[config.mk]
export PLATFORM = sky130hd
export DESIGN_NAME = apb_upsizer_16to32_flat
export DESIGN_NICKNAME = d
export VERILOG_FILES = /design/src/rtl/apb_upsizer_16to32_if.sv /design/src/rtl/apb_upsizer_16to32.sv /design/src/flat_wrapper.sv
export SDC_FILE = /design/constraint.sdc
export NUM_CORES = 1
export LEC_CHECK = 0
export CORE_UTILIZATION = 40
export CTS_BUF_LIST = sky130_fd_sc_hd__clkbuf_8
export DETAILED_ROUTE_END_ITERATION = 10
export PLACE_DENSITY = 0.82
export SYNTH_ARGS = -nofsm -noshare
export SYNTH_HDL_FRONTEND = slang
export SYNTH_SLANG_ARGS = --single-unit
export TNS_END_PERCENT = 1
[constraint.sdc]
create_clock -name pclk -period 2.3 [get_ports pclk]
set_input_delay 0.23 -clock pclk [delete_from_list [all_inputs] [get_ports pclk]]
set_output_delay 0.23 -clock pclk [all_outputs]
set_load 0.01 [all_outputs]
[src/rtl/apb_upsizer_16to32_if.sv]
// apb_upsizer_16to32_if: 16-bit upstream and 32-bit downstream APB signals of the upsizer.
interface apb_upsizer_16to32_if;
    logic        pwrite_m_i;
    logic        psel_m_i;
    logic        penable_m_i;
    logic [15:0] pwdata_m_i;
    logic [15:0] prdata_m_o;
    logic [31:0] paddr_m_i;
    logic [1:0]  pstrb_m_i;
    logic        pready_m_o;
    logic        pwrite_s_o;
    logic        psel_s_o;
    logic        penable_s_o;
    logic [31:0] pwdata_s_o;
    logic [31:0] prdata_s_i;
    logic [31:0] paddr_s_o;
    logic [3:0]  pstrb_s_o;
    logic        pready_s_i;

    modport slave (
        input  pwrite_m_i, psel_m_i, penable_m_i, pwdata_m_i, paddr_m_i, pstrb_m_i,
        output prdata_m_o, pready_m_o,
        output pwrite_s_o, psel_s_o, penable_s_o, pwdata_s_o, paddr_s_o, pstrb_s_o,
        input  prdata_s_i, pready_s_i
    );

    modport master (
        output pwrite_m_i, psel_m_i, penable_m_i, pwdata_m_i, paddr_m_i, pstrb_m_i,
        input  prdata_m_o, pready_m_o,
        input  pwrite_s_o, psel_s_o, penable_s_o, pwdata_s_o, paddr_s_o, pstrb_s_o,
        output prdata_s_i, pready_s_i
    );
endinterface

[src/rtl/apb_upsizer_16to32.sv]
// apb_upsizer_16to32: re-issues each 16-bit APB transfer as one registered 32-bit APB transfer.
module apb_upsizer_16to32 (
    input logic pclk,
    input logic prst,
    apb_upsizer_16to32_if.slave bus
);
    typedef enum logic [1:0] {IDLE, S_SETUP, S_ACCESS, M_DONE} state_t;

    state_t      r_state, w_next;
    logic        w_capture, w_rd_done;
    logic        r_lane, r_pwrite, r_psel, r_penable, r_pready;
    logic [31:0] r_paddr, r_pwdata;
    logic [3:0]  r_pstrb;
    logic [15:0] r_prdata;

    always_ff @(posedge pclk or posedge prst) begin
        if (prst) r_state <= IDLE;
        else      r_state <= w_next;
    end

    always_comb begin
        w_capture = (r_state == IDLE) && bus.psel_m_i && !bus.penable_m_i;
        w_rd_done = (r_state == S_ACCESS) && bus.pready_s_i && !r_pwrite;
        w_next    = (r_state == IDLE)     ? (w_capture ? S_SETUP : IDLE) :
                    (r_state == S_SETUP)  ? S_ACCESS :
                    (r_state == S_ACCESS) ? (bus.pready_s_i ? M_DONE : S_ACCESS) : IDLE;
    end

    // Bus controls are decoded from the next state so every output comes straight off a flop.
    always_ff @(posedge pclk or posedge prst) begin
        if (prst) begin
            r_lane    <= 1'b0;
            r_pwrite  <= 1'b0;
            r_psel    <= 1'b0;
            r_penable <= 1'b0;
            r_pready  <= 1'b0;
            r_paddr   <= '0;
            r_pwdata  <= '0;
            r_pstrb   <= '0;
            r_prdata  <= '0;
        end else begin
            r_psel    <= (w_next == S_SETUP) || (w_next == S_ACCESS);
            r_penable <= (w_next == S_ACCESS);
            r_pready  <= (w_next == M_DONE);
            if (w_capture) begin
                r_lane   <= bus.paddr_m_i[1];
                r_pwrite <= bus.pwrite_m_i;
                r_paddr  <= bus.paddr_m_i & ~32'h3;
                r_pwdata <= {bus.pwdata_m_i, bus.pwdata_m_i};
                r_pstrb  <= !bus.pwrite_m_i ? 4'b0000 :
                            bus.paddr_m_i[1] ? {bus.pstrb_m_i, 2'b00} : {2'b00, bus.pstrb_m_i};
            end
            if (w_rd_done) r_prdata <= r_lane ? bus.prdata_s_i[31:16] : bus.prdata_s_i[15:0];
        end
    end

    assign bus.prdata_m_o  = r_prdata;
    assign bus.pready_m_o  = r_pready;
    assign bus.pwrite_s_o  = r_pwrite;
    assign bus.psel_s_o    = r_psel;
    assign bus.penable_s_o = r_penable;
    assign bus.pwdata_s_o  = r_pwdata;
    assign bus.paddr_s_o   = r_paddr;
    assign bus.pstrb_s_o   = r_pstrb;
endmodule

[src/flat_wrapper.sv]
// flat-port wrapper written by rule: the top's interface ports become plain ports
module apb_upsizer_16to32_flat 
  (pclk, prst, bus_pwrite_m_i, bus_psel_m_i, bus_penable_m_i, bus_pwdata_m_i, bus_paddr_m_i, bus_pstrb_m_i, bus_prdata_m_o, bus_pready_m_o, bus_pwrite_s_o, bus_psel_s_o, bus_penable_s_o, bus_pwdata_s_o, bus_paddr_s_o, bus_pstrb_s_o, bus_prdata_s_i, bus_pready_s_i);
  apb_upsizer_16to32_if bus_i ();
  input logic pclk;
  input logic prst;
  input wire logic [$bits(bus_i.pwrite_m_i)-1:0] bus_pwrite_m_i;
  input wire logic [$bits(bus_i.psel_m_i)-1:0] bus_psel_m_i;
  input wire logic [$bits(bus_i.penable_m_i)-1:0] bus_penable_m_i;
  input wire logic [$bits(bus_i.pwdata_m_i)-1:0] bus_pwdata_m_i;
  input wire logic [$bits(bus_i.paddr_m_i)-1:0] bus_paddr_m_i;
  input wire logic [$bits(bus_i.pstrb_m_i)-1:0] bus_pstrb_m_i;
  output wire logic [$bits(bus_i.prdata_m_o)-1:0] bus_prdata_m_o;
  output wire logic [$bits(bus_i.pready_m_o)-1:0] bus_pready_m_o;
  output wire logic [$bits(bus_i.pwrite_s_o)-1:0] bus_pwrite_s_o;
  output wire logic [$bits(bus_i.psel_s_o)-1:0] bus_psel_s_o;
  output wire logic [$bits(bus_i.penable_s_o)-1:0] bus_penable_s_o;
  output wire logic [$bits(bus_i.pwdata_s_o)-1:0] bus_pwdata_s_o;
  output wire logic [$bits(bus_i.paddr_s_o)-1:0] bus_paddr_s_o;
  output wire logic [$bits(bus_i.pstrb_s_o)-1:0] bus_pstrb_s_o;
  input wire logic [$bits(bus_i.prdata_s_i)-1:0] bus_prdata_s_i;
  input wire logic [$bits(bus_i.pready_s_i)-1:0] bus_pready_s_i;
  assign bus_i.pwrite_m_i = bus_pwrite_m_i;
  assign bus_i.psel_m_i = bus_psel_m_i;
  assign bus_i.penable_m_i = bus_penable_m_i;
  assign bus_i.pwdata_m_i = bus_pwdata_m_i;
  assign bus_i.paddr_m_i = bus_paddr_m_i;
  assign bus_i.pstrb_m_i = bus_pstrb_m_i;
  assign bus_prdata_m_o = bus_i.prdata_m_o;
  assign bus_pready_m_o = bus_i.pready_m_o;
  assign bus_pwrite_s_o = bus_i.pwrite_s_o;
  assign bus_psel_s_o = bus_i.psel_s_o;
  assign bus_penable_s_o = bus_i.penable_s_o;
  assign bus_pwdata_s_o = bus_i.pwdata_s_o;
  assign bus_paddr_s_o = bus_i.paddr_s_o;
  assign bus_pstrb_s_o = bus_i.pstrb_s_o;
  assign bus_i.prdata_s_i = bus_prdata_s_i;
  assign bus_i.pready_s_i = bus_pready_s_i;
  apb_upsizer_16to32 u_core (.pclk(pclk), .prst(prst), .bus(bus_i));
endmodule
### Word level (Yosys, flattened, before mapping)

Cells that the tools add are included.

* register bits: 89
* bits in latches: 0
* RAM bits: 0
* memory bits (read-only): 0
* bits of input ports: 88
* output and inout port bits: 88
* logic and storage cells: 31
* memories kept: 0

* $add $sub $neg: 0
* multiply operators: 0
* divide/modulo/power cells: 0
* $lt $le $gt $ge: 0
* equal/unequal tests: 5
* shift operators: 0
* multiplexer cells: 8
* bitwise logic cells: 0
* reduce and logical (&&, ||, !) cells: 8

Operator list (number)
* $mux W16: 1
* $mux W4: 2
* $eq A2 B2 Y1 const B: 3
* $mux W2: 3
* $eq A2 B1 Y1 const B: 2
* $logic_and A1 B1 Y1: 4
* $logic_not A1 Y1: 2
* $logic_not A2 Y1: 1
* $mux W1: 2
* $logic_or A1 B1 Y1: 1

### Depth between registers and ports, before layout

Gate-level depths: netlist of run 1.

* depth after elaboration: 7
* depth in mapped cells: 8
* mapped depth without buffers: 6

### Worst setup path after synthesis of run 1

Ideal clock, no wire load.

* kind: register to register
* start: register u_core.r_state[0]
* end: register u_core.r_psel (netlist: u_core.bus.psel_s_o)
* library setup time: 0.113 ns
* arrival: 1.398 ns
* data required time: 2.187 ns
* setup slack: 0.790 ns
* cell stages (with the launch flop): 9
* path buffers: 2
* clock period less this slack: 1.510 ns
* cells stage by stage: dfrtp_1 -> inv_1 -> ha_1 -> nand3b_1 -> buf_2 -> buf_6 -> o31a_1 -> ha_1 -> inv_1

* word-level cells in the longest chain between the ends: 7
* elaborated cells between the ends (all ways): 12
* classes of those cells: eq/ne (4); mux (4); reduce/logical (4)

RTL lines
* from (decl): RTL line apb_upsizer_16to32.sv:9 `state_t r_state, w_next;`
* from (signal assigned): RTL line apb_upsizer_16to32.sv:18 `else r_state <= w_next;`
* $logic_not A2 Y1: RTL line apb_upsizer_16to32.sv:22, apb_upsizer_16to32.sv:24
* $logic_and A1 B1 Y1 (2 in series): RTL line apb_upsizer_16to32.sv:22 `w_capture = (r_state == IDLE) && bus.psel_m_i && !bus.penable_m_i;`
* $mux W1: RTL line apb_upsizer_16to32.sv:24 `w_next = (r_state == IDLE) ? (w_capture ? S_SETUP : IDLE) :`
* $mux W2 (*): RTL line apb_upsizer_16to32.sv:24
* $eq A2 B1 Y1 / $eq A2 B2 Y1 (equally long branches): RTL line apb_upsizer_16to32.sv:42 `r_psel <= (w_next == S_SETUP) || (w_next == S_ACCESS);`
* $logic_or A1 B1 Y1 (*): RTL line apb_upsizer_16to32.sv:42
* to (signal assigned): RTL line apb_upsizer_16to32.sv:42
* to (decl): RTL line apb_upsizer_16to32.sv:11 `logic r_lane, r_pwrite, r_psel, r_penable, r_pready;`

Every way passes the cells marked *; elsewhere a longest branch is shown, timed or not.
A chain may end at the register's enable or synchronous reset.

### Final worst setup path of run 1

* start: register u_core.r_state[0]
* end: register u_core.r_pwdata[24] (netlist: u_core.bus.pwdata_s_o[24])

* word-level cells in the longest chain between the ends: 3

RTL lines
* $logic_not A2 Y1: RTL line apb_upsizer_16to32.sv:22
* $logic_and A1 B1 Y1 (2 in series): RTL line apb_upsizer_16to32.sv:22
* to (signal assigned): RTL line apb_upsizer_16to32.sv:49 `r_pwdata <= {bus.pwdata_m_i, bus.pwdata_m_i};`
* to (decl): RTL line apb_upsizer_16to32.sv:12 `logic [31:0] r_paddr, r_pwdata;`

No other way between the ends.

==> impl_metrics.yaml, run 1 <==
die:
  die_w_um: 92.0
  io_pins: 176
  start_util_pct: 41.7
  fp.dieH_um: 92.0
  coreArea_mm2: 0.00777
  num_rows: 32
  dieArea_mm2: 0.00846
power:
  ir_drop_v: 0.000687
  p_leak_nw: 2.23
  switchingPower_mw: 1.98
  p_clk_share_pct: 18.4
  power_frac_comb_pct: 48.5
  swShare_pct: 28.5
  p_seq_share_pct: 33.1
  p_int_mw: 4.95
  powerDensity_mw_per_mm2: 1350
  p_total_mw: 6.93
sta:
  fin_ws_ns: 0.699
  fmax_mhz: 625
  worst_clock_skew_ns: 0.0127
  slew_viol_final: 0
  min_period_ns: 1.60
  timing.final.crit_share_pct: 69.6
  fin_setup_tns_ns: 0
  hold_ws_ns: 0.200
  finalSetupViolCount: 0
  final_hold_viol_count: 0
  rsz0062_at_grt: "false"
status:
  status: "finished, final reports clean"
yosys:
  avgSynthCellArea_um2: 15.9
  yosysMostFrequentCell: "dfrtp_1"
  ys_top_cells_by_area: "dfrtp_1 (56%), mux2_2 (23%), mux2_4 (8.3%), buf_4 (4.2%), buf_6 (2.8%)"
  syn_area_mm2: 0.00324
  netlist.area_leader.share_pct: 56.4
  ys_ff_latch: 73
  synth_edf_count: 0
  muxShareOfSynthArea_pct: 31.3
  synth_xor_area_share_pct: 0
  synth-compound-area-share_pct: 0.502
  synth_commonest_cells: "dfrtp_1 (73), mux2_2 (65), buf_4 (18), mux2_4 (18), buf_6 (8)"
  synthArstFlopShare_pct: 100
  yosys.area_share.simple_pct: 1.55
  synth_top_area_cell: "dfrtp_1"
  syn-instance-count: 204
  yosysWarnings: 0
  synth_top_family_by_area: "multiplexers"
  synth_adder_area_share_pct: 1.93
  yosysSeqAreaShare_pct: 56.4
  ys_types: 17
  synthFlopType: "dfrtp_1"
critical_path:
  required_ns: 2.51
  arrival_ns: 1.81
  r2r-start: "u_core.r_state[0]$_DFF_PP0_"
  start_kind: "flop"
  setup.worst_path.class: "reg2reg"
  cpPeakStageDelay_ns: 0.37
  worstSetupEndpointType: "flop"
  cpMaxStageDelayCell: "mux2_2"
  rr_worst_depth: 5
  critPathLaunch: "u_core.r_state[0]$_DFF_PP0_"
  crit_path_cell_trace: "inv_1 > ha_1 > nand3b_1 > buf_12 > mux2_2"
  worstPathMaxFanout: 54
clocking:
  post_cts_resized: 0
  ctsHoldBuffers: 0
  cts_max_level: 3
  cts.sinks: 73
  cts_tree: "done"
  cts-root-buf: "clkbuf_8"
  cts_setup_buffers: 0
  path_clk_slew_ns: 0.08
  cts_inserted_buffers: 9
  insertion_delay_ns: 0.33
  cts.path.max_buffers: 2
layout:
  utilization_pct: 66.3
  area_growth_pct: 59.1
  finalNetCount: 457
  drive_gt1_share_pct: 27.7
  final_area_mm2: 0.00515
  antenna_cells: 0
  stdcell_count: 470
global_routing:
  grt_pass1_vias: 2272
  grt_max_degree: 58
  antenna_found_initial: 0
  grt_usage_pct: 16.9
  grt_first_pass_wirelength_um: 11000
  overflow: 0
placed_design:
  hpwl_um: 5280
  gp_congestion: 0.667
  io_buffers: 172
  dpl_cell_area_mm2: 0.00490
  pre_cts_ws_ns: 0.629
  dp.cells: 455
detailed_routing:
  vias_per_cell: 4.62
  wl_um: 6990
  postRouteAntennaNets: 0
  route.detailed.drc: 0
  drtIter0Drc: 36
  wl_per_cell_um: 14.9
  drtPass1Iterations: 3
  vias: 2173
run:
  maxCapViolations: 0
hold_path:
  hold_class: "in2async"
power groups by stage:
stage / sequential (mW) / clock, mW / combinational [mW]
after floorplan: 2.58 / 0 / 1.49
after global placement: 2.28 / 0 / 3.33
after detailed placement: 2.33 / 0 / 3.40
after CTS: 2.31 / 1.31 / 3.41
after global routing: 2.38 / 1.36 / 3.56
final: 2.30 / 1.28 / 3.36
logic make-up after synthesis:
| kind of cell | Yosys count |
|---|---|
| mux | 84 |
| buf+inv | 32 |
| simple gates | 7 |
| other cells | 1 |
| fa+ha+maj | 5 |
| compound gates | 2 |
| flops | 73 |
per-layer routing:
metal	part of all wire [%]	GRT usage, %	vias to the layer above
met5	0	0	-
met4	1.8	6.64	0
met3	7.2	4.56	14
met2	51	29.8	100
met1	40	19.5	1053
li1	-	-	1006
critical path: cells and delay by family (launching register included):
kind                       cells  cell delay [ns]
adders and majority gates      1             0.23
muxes                          1             0.37
and+or+nand+nor                1             0.14
DFF                            1             0.35
buffers and inverters          2             0.35
area by class of cell:
cell class	instances	area, um^2
Fill cell	582	2620
Sequential cell	73	1830
Timing Repair Buffer	176	1780
Multi-Input combinational cell	100	1150
Clock inverter	6	133
Tap cell	102	128
Clock buffer	9	124
Inverter	4	15.0
flip-flops by register name, indices dropped and copies added (netlist names), 2 cells and up:
signal                 flops
u_core.bus.paddr_s_o      30
u_core.bus.prdata_m_o     16
u_core.bus.pwdata_s_o     16
u_core.bus.pstrb_s_o       4
u_core.r_state             2
worst paths after layout:
path | endpoint | slack (ns)
max in group asynchronous | u_core.bus.paddr_s_o[12]$_DFFE_PP0P_ | 1.45
min in group pclk | u_core.bus.prdata_m_o[10]$_DFFE_PP0P_ | 0.49
worst min register to register | u_core.bus.prdata_m_o[10]$_DFFE_PP0P_ | 0.49
worst max register to register | u_core.bus.pwdata_s_o[24]$_DFFE_PP0P_ | 0.70
worst min-delay path | u_core.bus.paddr_s_o[29]$_DFFE_PP0P_ | 0.20
worst max-delay path | u_core.bus.pwdata_s_o[24]$_DFFE_PP0P_ | 0.70
placed cells by master, fill, tap and decap left out:
cell and n:
and3_1 2, and3b_1 3, buf_12 2, buf_4 2
bufinv_16 4, clkbuf_8 9, clkdlybuf4s50_1 172, clkinv_4 1
conb_1 2, dfrtp_1 73, ha_1 5, inv_1 4
inv_2 1, mux2_1 1, mux2_2 65, mux2_4 18
nand2_1 1, nand3b_1 1, o31a_1 1, o31ai_1 1
No activity file was read; power rests on OpenSTA's default activity.
==> run 2, diff against run 1 <==
--- a/config.mk
+++ b/config.mk
@@ -5,10 +5,10 @@
 export SDC_FILE = /design/constraint.sdc
 export NUM_CORES = 1
 export LEC_CHECK = 0
-export CORE_UTILIZATION = 40
+export CORE_UTILIZATION = 36
 export CTS_BUF_LIST = sky130_fd_sc_hd__clkbuf_8
 export DETAILED_ROUTE_END_ITERATION = 10
-export PLACE_DENSITY = 0.82
+export PLACE_DENSITY = 0.78
 export SYNTH_ARGS = -nofsm -noshare
 export SYNTH_HDL_FRONTEND = slang
 export SYNTH_SLANG_ARGS = --single-unit
==> constraint.sdc (replaced) <==
create_clock -name pclk -period 1.3 [get_ports pclk]
set_input_delay 0.13 -clock pclk [delete_from_list [all_inputs] [get_ports pclk]]
set_output_delay 0.13 -clock pclk [all_outputs]
set_load 0.01 [all_outputs]
==> impl_metrics.yaml, run 2 (synthesis gave the netlist of run 1 again) <==
critical_path:
  arrival_ns: 1.74
  worstSetupEndpointType: "flop"
  setup.worst_path.class: "reg2reg"
  rr_worst_depth: 5
  worstPathMaxFanout: 16
  start_kind: "flop"
  required_ns: 1.51
  crit_path_end: "u_core.bus.prdata_m_o[7]$_DFFE_PP0P_"
  r2r-start: "u_core.r_state[1]$_DFF_PP0_"
  critPathLaunch: "u_core.r_state[1]$_DFF_PP0_"
  r2r_end: "u_core.bus.prdata_m_o[7]$_DFFE_PP0P_"
  rrSetupSlack_ns: -0.22
hold_path:
  hold_class: "in2async"
clocking:
  insertion_delay_ns: 0.34
  cts_inserted_buffers: 9
  cts.sinks: 73
  path_clk_slew_ns: 0.09
  cts_max_level: 3
  cts.path.max_buffers: 2
  cts-root-buf: "clkbuf_8"
  cts_tree: "done"
global_routing:
  grt_pass1_vias: 2572
  antenna_found_initial: 0
  grt_usage_pct: 17.4
  grt_max_degree: 38
  overflow: 0
  grt_first_pass_wirelength_um: 12800
placed_design:
  dp.cells: 468
  hpwl_um: 5540
  gp_congestion: 0.704
  io_buffers: 172
layout:
  antenna_cells: 0
  stdcell_count: 487
  final_common_cell: "clkdlybuf4s50_1"
  largest_reg_flops: 30
  utilization_pct: 60.9
  area_growth_pct: 64.1
  final_cell_mix: "clkdlybuf4s50_1 (86), dlygate4sd2_1 (85), dfrtp_1 (73)"
  finalNetCount: 468
  drive_gt1_share_pct: 31.4
power:
  p_leak_nw: 2.60
  powerDensity_mw_per_mm2: 2190
  ir_drop_v: 0.00101
  p_total_mw: 11.6
sta:
  fmax_mhz: 656
  finalSetupViolCount: 71
  rsz0062_at_grt: "true"
  fin_setup_tns_ns: -11.96
  fin_ws_ns: -0.224
  worst_clock_skew_ns: 0.0120
  slew_viol_final: 0
  timing.final.crit_share_pct: 117
  final_hold_viol_count: 0
  hold_ws_ns: 0.234
  min_period_ns: 1.52
detailed_routing:
  drtPass1Iterations: 4
  postRouteAntennaNets: 0
  wl_um: 7940
  drtIter0Drc: 24
  wl_per_cell_um: 16.3
  vias: 2282
  route.detailed.drc: 0
  vias_per_cell: 4.69
die:
  start_util_pct: 37.1
  num_rows: 34
  fp.dieH_um: 96.8
  die_w_um: 96.8
  io_pins: 176
  coreArea_mm2: 0.00872
  dieArea_mm2: 0.00938
status:
  violations: "negative setup slack"
  status: "finished with violations"
run:
  maxCapViolations: 0
[run 2: worst min-delay path by stage]
stage	startpoint	end	cells past startpoint
finish	prst	u_core.bus.pwdata_s_o[20]$_DFFE_PP0P_	3
floorplan	bus_paddr_m_i[19]	u_core.bus.paddr_s_o[19]$_DFFE_PP0P_	1
global route	prst	u_core.bus.pwdata_s_o[20]$_DFFE_PP0P_	3
global placement	u_core.bus.prdata_m_o[10]$_DFFE_PP0P_	u_core.bus.prdata_m_o[10]$_DFFE_PP0P_	1
detailed placement	u_core.bus.prdata_m_o[10]$_DFFE_PP0P_	u_core.bus.prdata_m_o[10]$_DFFE_PP0P_	1
CTS	prst	u_core.bus.pwdata_s_o[23]$_DFFE_PP0P_	3
[run 2: area by class of cell]
class	count	area (um^2)
multi-input combinational	100	1300
fill	726	3410
clock inverter	6	60.1
inverter	4	18.8
tap	108	135
clock buffer	9	124
sequential	73	1830
timing repair buffer	187	1850
[run 2: power breakdown]
group | internal, mW | switching [mW] | leakage, nW
Sequential | 3.42 | 0.636 | 0.876
Combinational | 3.60 | 2.27 | 1.64
Clock | 0.866 | 0.830 | 0.0909
[run 2: timing repair]
item                                    in CTS  in global routing
hold endpoints to repair                     0                  0
resized for setup                           98                 34
endpoints found under the setup margin     157                 72
hold buffers                                 0                  0
pin swaps                                    2                  0
gates cloned                                 2                  0
setup buffers                                2                  0
[run 2: worst max-delay path, cell delays in order (launching register included)]
cell and delay, ns:
dfrtp_1 0.39, buf_4 0.14, ha_1 0.20, and3b_2 0.22, buf_12 0.16, mux2_4 0.30
[run 2: routing by layer]
metal  track usage [%]  wire [um]
met3              5.42        498
met2              30.3       4060
met5                 0          0
met1              19.9       3260
met4              6.31        110
[run 2: stage by stage]
step                      worst slack (ns)  instance area, um^2
after floorplan                     -0.210                 3250
after global placement              -0.251                 5010
after detailed placement            -0.303                 5010
after CTS                           -0.204                 5190
after global routing                -0.281                 5320
final                               -0.224                 5320
